$ cat src/rtl/evr_log_filter.sv
// Event-code qualifier ahead of the event logger FIFO: per-code mask, full back-pressure,
// per-window rate limiting, and pass/drop statistics. Two-stage pipeline, all outputs registered.
module evr_log_filter #(
    parameter int unsigned CW           = 8,
    parameter int unsigned WINDOW_WIDTH = 16
) (
    input  logic                    evrClk,
    input  logic                    evrReset,
    input  logic                    evrCodeValid,
    input  logic [CW-1:0]           evrCode,
    input  logic                    maskWrEnable,
    input  logic [CW-1:0]           maskWrAddr,
    input  logic                    maskWrData,
    input  logic [WINDOW_WIDTH-1:0] windowLength,
    input  logic [7:0]              maxPerWindow,
    input  logic                    clearCounters,
    input  logic                    logFull,
    output logic                    logValid,
    output logic [CW-1:0]           logCode,
    output logic [31:0]             passCount,
    output logic [15:0]             dropCount,
    output logic                    rateLimited
);

    localparam int unsigned DEPTH = 1 << CW;
    localparam int unsigned TW    = WINDOW_WIDTH + 1;

    logic [DEPTH-1:0]        mask_q, mask_d;
    logic                    s1_valid_q, s1_valid_d;
    logic [CW-1:0]           s1_code_q, s1_code_d;
    logic                    s1_mask_q, s1_mask_d;
    logic [WINDOW_WIDTH-1:0] timer_q, timer_d;
    logic [7:0]              win_count_q, win_count_d;
    logic                    log_valid_q, log_valid_d;
    logic [CW-1:0]           log_code_q, log_code_d;
    logic [31:0]             pass_count_q, pass_count_d;
    logic [15:0]             drop_count_q, drop_count_d;
    logic                    rate_limited_q, rate_limited_d;

    logic          rl_en;
    logic          quota_hit;
    logic          qualified;
    logic          deliver;
    logic          drop;
    logic          wrap;
    logic [TW-1:0] timer_inc;

    // Next-state logic for the mask table, both pipeline stages, window timer and counters
    always_comb begin
        mask_d = mask_q;
        if (maskWrEnable) begin
            mask_d[maskWrAddr] = maskWrData;
        end

        // Read uses the pre-write table, giving read-before-write on collisions
        s1_valid_d = evrCodeValid;
        s1_code_d  = evrCode;
        s1_mask_d  = mask_q[evrCode];

        rl_en     = (windowLength != '0) && (maxPerWindow != '0);
        quota_hit = rl_en && (win_count_q == maxPerWindow);
        qualified = s1_valid_q && (s1_code_q != '0) && s1_mask_q;
        deliver   = qualified && !logFull && !quota_hit;
        drop      = qualified && !deliver;

        // Wider compare lets a shortened window wrap on the very next cycle
        timer_inc = {1'b0, timer_q} + TW'(1);
        wrap      = timer_inc >= {1'b0, windowLength};

        timer_d     = '0;
        win_count_d = '0;
        if (rl_en) begin
            if (wrap) begin
                timer_d     = '0;
                win_count_d = deliver ? 8'd1 : 8'd0;
            end else begin
                timer_d     = timer_inc[WINDOW_WIDTH-1:0];
                win_count_d = win_count_q + 8'(deliver);
            end
        end

        log_valid_d    = deliver;
        log_code_d     = deliver ? s1_code_q : log_code_q;
        rate_limited_d = rl_en && (win_count_d == maxPerWindow);

        pass_count_d = pass_count_q + 32'(deliver);
        drop_count_d = drop_count_q;
        if (drop && (drop_count_q != 16'hFFFF)) begin
            drop_count_d = drop_count_q + 16'd1;
        end
        if (clearCounters) begin
            pass_count_d = '0;
            drop_count_d = '0;
        end
    end

    always_ff @(posedge evrClk) begin
        if (evrReset) begin
            mask_q         <= '0;
            s1_valid_q     <= 1'b0;
            s1_code_q      <= '0;
            s1_mask_q      <= 1'b0;
            timer_q        <= '0;
            win_count_q    <= '0;
            log_valid_q    <= 1'b0;
            log_code_q     <= '0;
            pass_count_q   <= '0;
            drop_count_q   <= '0;
            rate_limited_q <= 1'b0;
        end else begin
            mask_q         <= mask_d;
            s1_valid_q     <= s1_valid_d;
            s1_code_q      <= s1_code_d;
            s1_mask_q      <= s1_mask_d;
            timer_q        <= timer_d;
            win_count_q    <= win_count_d;
            log_valid_q    <= log_valid_d;
            log_code_q     <= log_code_d;
            pass_count_q   <= pass_count_d;
            drop_count_q   <= drop_count_d;
            rate_limited_q <= rate_limited_d;
        end
    end

    assign logValid    = log_valid_q;
    assign logCode     = log_code_q;
    assign passCount   = pass_count_q;
    assign dropCount   = drop_count_q;
    assign rateLimited = rate_limited_q;

endmodule

$ cat config.mk
export PLATFORM = sky130hd
export DESIGN_NAME = evr_log_filter
export DESIGN_NICKNAME = d
export VERILOG_FILES = /design/src/rtl/evr_log_filter.sv
export SDC_FILE = /design/constraint.sdc
export NUM_CORES = 1
export LEC_CHECK = 0
export ABC_AREA = 1
export CORE_MARGIN = 2
export CORE_UTILIZATION = 35
export DETAILED_ROUTE_END_ITERATION = 8
export PLACE_DENSITY = 0.63
export SYNTH_ARGS = -nofsm -noshare
export SYNTH_HDL_FRONTEND = slang
export SYNTH_SLANG_ARGS = --single-unit
$ cat constraint.sdc
create_clock -name evrClk -period 3.06 [get_ports evrClk]
set_clock_uncertainty 0.05 [all_clocks]
set_input_delay 0.459 -clock evrClk [delete_from_list [all_inputs] [get_ports evrClk]]
set_output_delay 0.459 -clock evrClk [all_outputs]
set_load 0.02 [all_outputs]
==> results.sh <==
export IMPL_status="complete, but fails checks"
export IMPL_violations="setup timing"
export IMPL_synthesis_area_um2=17700
export IMPL_htree_levels=2
export IMPL_cts_root_buffer="clkbuf_16"
export IMPL_fmax_mhz=314
export IMPL_diodes=0
export IMPL_p_leak_uw=0.00737
export IMPL_finalWirelength_um=61400
export IMPL_grt_setup_unrepaired="yes"
export IMPL_worst_ep_required_time_ns=3.52
export IMPL_synth_nets=2683
export IMPL_r2r_end="rateLimited"
export IMPL_drive_above_1_share=0.113
export IMPL_r2r_start="timer_q[0]"
export IMPL_yosysUniqueCellTypes=41
export IMPL_ir_drop_mv=0.340
export IMPL_antenna_found_initial=0
export IMPL_wl_per_cell_um=18.1
export IMPL_area_delta_synth_final_pct=21.5
export IMPL_clk_pin_slew_ns=0.06
export IMPL_ios=105
export IMPL_arrival_ns=3.65
export IMPL_synth_top_area_share=0.394
export IMPL_fin_tns_setup_ns=-0.249
export IMPL_endpoint_kind="register"
export IMPL_grt_max_degree=242
export IMPL_antenna_left=0
export IMPL_yosysWarnings=0
export IMPL_worstHoldStart="evrReset"
export IMPL_gp_congestion=0.868
export IMPL_slowest_stage="dfxtp_2"
export IMPL_core_area_um2=50000
export IMPL_synth_top_family_by_area="simple AND/OR/NAND/NOR gates"
export IMPL_relSlewSlack=0.230
export IMPL_io_buffers=104
export IMPL_fin_util=0.430
export IMPL_design_area_um2=21500
export IMPL_grt_usage=0.228
export IMPL_path_max_fanout=6
export IMPL_rrSetupSlack_ns=-0.13
export IMPL_startpoint="timer_q[0]"
export IMPL_rows=82
export IMPL_yosysSeqAreaShare=0.394
export IMPL_synthMuxAreaShare=0
export IMPL_critPathLaunchType="register"
export IMPL_slew_violations=0
export IMPL_syn_inst=2614
export IMPL_min_to="win_count_q[1]"
export IMPL_avgSynthCellArea_um2=6.76
export IMPL_path_common_cell="nand2_1"
export IMPL_synth_xor_area_frac=0.0138
export IMPL_async_reset_ff_frac=0
export IMPL_clock_sinks=348
export IMPL_grt_first_pass_wirelength_um=96900
export IMPL_grt_overflow=0
export IMPL_period_minus_slack_ns=3.19
export IMPL_ys_flop_type="dfxtp_1"
export IMPL_setup_violations=8
export IMPL_hold_depth=2
export IMPL_hold_violations=0
export IMPL_period_share=1.04
export IMPL_synth_area_top_cells="dfxtp_1 (39%), nand3_1 (11%), nor3_1 (9.8%)"
export IMPL_synth_edff_count=0
export IMPL_cts_tree="yes"
export IMPL_crit_chain="ha_1 -> nand2_1 -> nor2_2 -> nand2_2 -> buf_4 -> o31ai_1 -> inv_1 -> nor2_1 -> ha_1 -> nand2_1 -> inv_2 -> nand2_1 -> nand2_1 -> nand2_1 -> nand3_2 -> nand2_2 -> nand2_2 -> nor2_4 -> nand3_1 -> nand2_1 -> nand2_1 -> nor2_2 -> nand2_1 -> nor2_1"
export IMPL_die_area_um2=52300
export IMPL_cts_buffers=41
export IMPL_worstHoldPathType="primary input to register"
export IMPL_die_w_um=229
export IMPL_grt_pass1_vias=17998
export IMPL_start_util=0.354
export IMPL_hpwl_um=36700
export IMPL_tightest_slew_ns=1.15
export IMPL_dpl_cell_area_um2=19700
export IMPL_clock_path_buffers=3
export IMPL_fin_nets=2759
export IMPL_critPathKind="register to register"
export IMPL_via_per_inst=5.57
export IMPL_critPathMaxStageDelay_ns=0.34
export IMPL_vias=18886
export IMPL_maxCapViolCount=0
export IMPL_drc=0
export IMPL_setup_slack_ns=-0.129
export IMPL_synth_adder_area_share=0.0156
export IMPL_ys_seq_elements=348
export IMPL_die_height_um=229
export IMPL_reg2reg_depth=24
export IMPL_dr_pass1_iters=6
export IMPL_clk_latency_ns=0.57
export IMPL_synth_compound_area_frac=0.124
export IMPL_post_synth_top_area_cell="dfxtp_1"
export IMPL_yosys_area_share_simple=0.364
export IMPL_powerDensity_nw_per_um2=494
export IMPL_dr_first_iter_drc_count=2218
==> worst max path at each step <==
stage / depth (start not counted) / endpoint / slack [ns]
2_1_floorplan: 25 / passCount[22] / 0.05
3_3_place_gp: 24 / passCount[30] / -0.34
3_5_place_dp: 24 / passCount[30] / -0.39
4_1_cts: 24 / rateLimited / -0.03
5_1_grt: 24 / rateLimited / -0.46
6_report: 24 / rateLimited / -0.13
==> layer usage <==
| layer | track usage | vias to the layer above | share of wire |
|---|---|---|---|
| li1 | - | 8952 | - |
| met1 | 0.295 | 8848 | 0.42 |
| met2 | 0.365 | 910 | 0.45 |
| met3 | 0.0509 | 176 | 0.088 |
| met4 | 0.0972 | 0 | 0.044 |
| met5 | 0 | - | 0 |
==> worst max-delay path, delay by kind of cell (launching register included) <==
family,cells,cell delay (ns)
AO/OA/AOI/OAI,1,0.25
buffers and inverters,3,0.32
AND/OR/NAND/NOR,18,1.78
adder cells (fa/ha/maj),2,0.42
flip-flops,1,0.34
==> synth_stat cells (2+ instances only) <==
cell / number
a21oi_1: 294
and3_1: 3
buf_1: 11
buf_2: 63
clkbuf_1: 111
clkinv_1: 3
dfxtp_1: 348
ha_1: 22
inv_1: 184
inv_2: 14
nand2_1: 436
nand2_2: 6
nand3_1: 372
nand3_2: 4
nand4_1: 20
nor2_1: 155
nor2_2: 34
nor2_4: 3
nor3_1: 345
nor3_2: 4
nor3b_1: 2
nor4_1: 5
o21a_1: 7
o21ai_0: 121
o21ai_1: 6
or2_2: 2
xnor2_1: 7
xor2_1: 19
==> flip-flops by register name, summed over array words and instances, names as in the netlist <==
signal,cells
dropCount,16
logCode,8
logValid,1
mask_q,256
passCount,32
rateLimited,1
s1_code_q,8
s1_mask_q,1
s1_valid_q,1
timer_q,16
win_count_q,8
==> stage by stage <==
stage	worst slack (ns)	hold slack, ns	power (µW)	instances
final	-0.129	0.219	10600	3390
after global routing	-0.460	0.221	10900	3390
after CTS	-0.0334	0.199	10600	3387
after detailed placement	-0.394	0.414	5490	3314
after global placement	-0.345	0.391	5480	3314
after floorplan	0.0470	0.379	5140	2614
==> cells by family (layout without fill, tap and decap cells) <==
logic type               Yosys count  after routing
buffers and inverters            388            492
AND/OR/NAND/NOR                 1397           1397
AO/OA/AOI/OAI                    432            432
adder cells (fa/ha/maj)           22             22
XOR/XNOR                          27             27
flip-flops                       348            348
==> cell usage in the layout (no fill, tap or decap), types with 9 or more instances in the layout <==
| master | netlist | layout |
|---|---|---|
| nand2_1 | 436 | 426 |
| nand3_1 | 372 | 365 |
| dfxtp_1 | 348 | 346 |
| nor3_1 | 345 | 343 |
| a21oi_1 | 294 | 294 |
| inv_1 | 184 | 180 |
| nor2_1 | 155 | 136 |
| o21ai_0 | 121 | 120 |
| buf_4 | 1 | 102 |
| clkdlybuf4s50_1 | 0 | 100 |
| clkbuf_16 | 0 | 44 |
| nor2_2 | 34 | 38 |
| ha_1 | 22 | 21 |
| nand4_1 | 20 | 20 |
| xor2_1 | 19 | 18 |
| nor2_4 | 3 | 18 |
| inv_2 | 14 | 17 |
| clkbuf_8 | 0 | 16 |
| nand2_2 | 6 | 14 |
| buf_12 | 0 | 11 |
| nand3_2 | 4 | 9 |
==> cell type report <==
type / count / area (µm²)
clock inverter: 8 / 126
clock buffer: 63 / 1300
inverter: 201 / 757
sequential: 348 / 6970
fill: 5082 / 28500
timing repair buffer: 220 / 2080
multi-input combinational: 1878 / 9390
tap: 672 / 841
==> power by group <==
part	leakage, µW	switching, µW	internal, µW
registers	0.00281	11.3	4550
clock network	0.000695	1990	3170
logic	0.00387	620	248
==> what timing repair did <==
item	in CTS	in global routing
endpoints found under the hold margin	0	0
pin swaps	4	13
setup endpoints to repair	21	29
buffers inserted	2	3
gates cloned	0	1
hold buffers	0	0
gates resized for setup	9	60
Note: power is estimated with default switching activity, not from simulation.
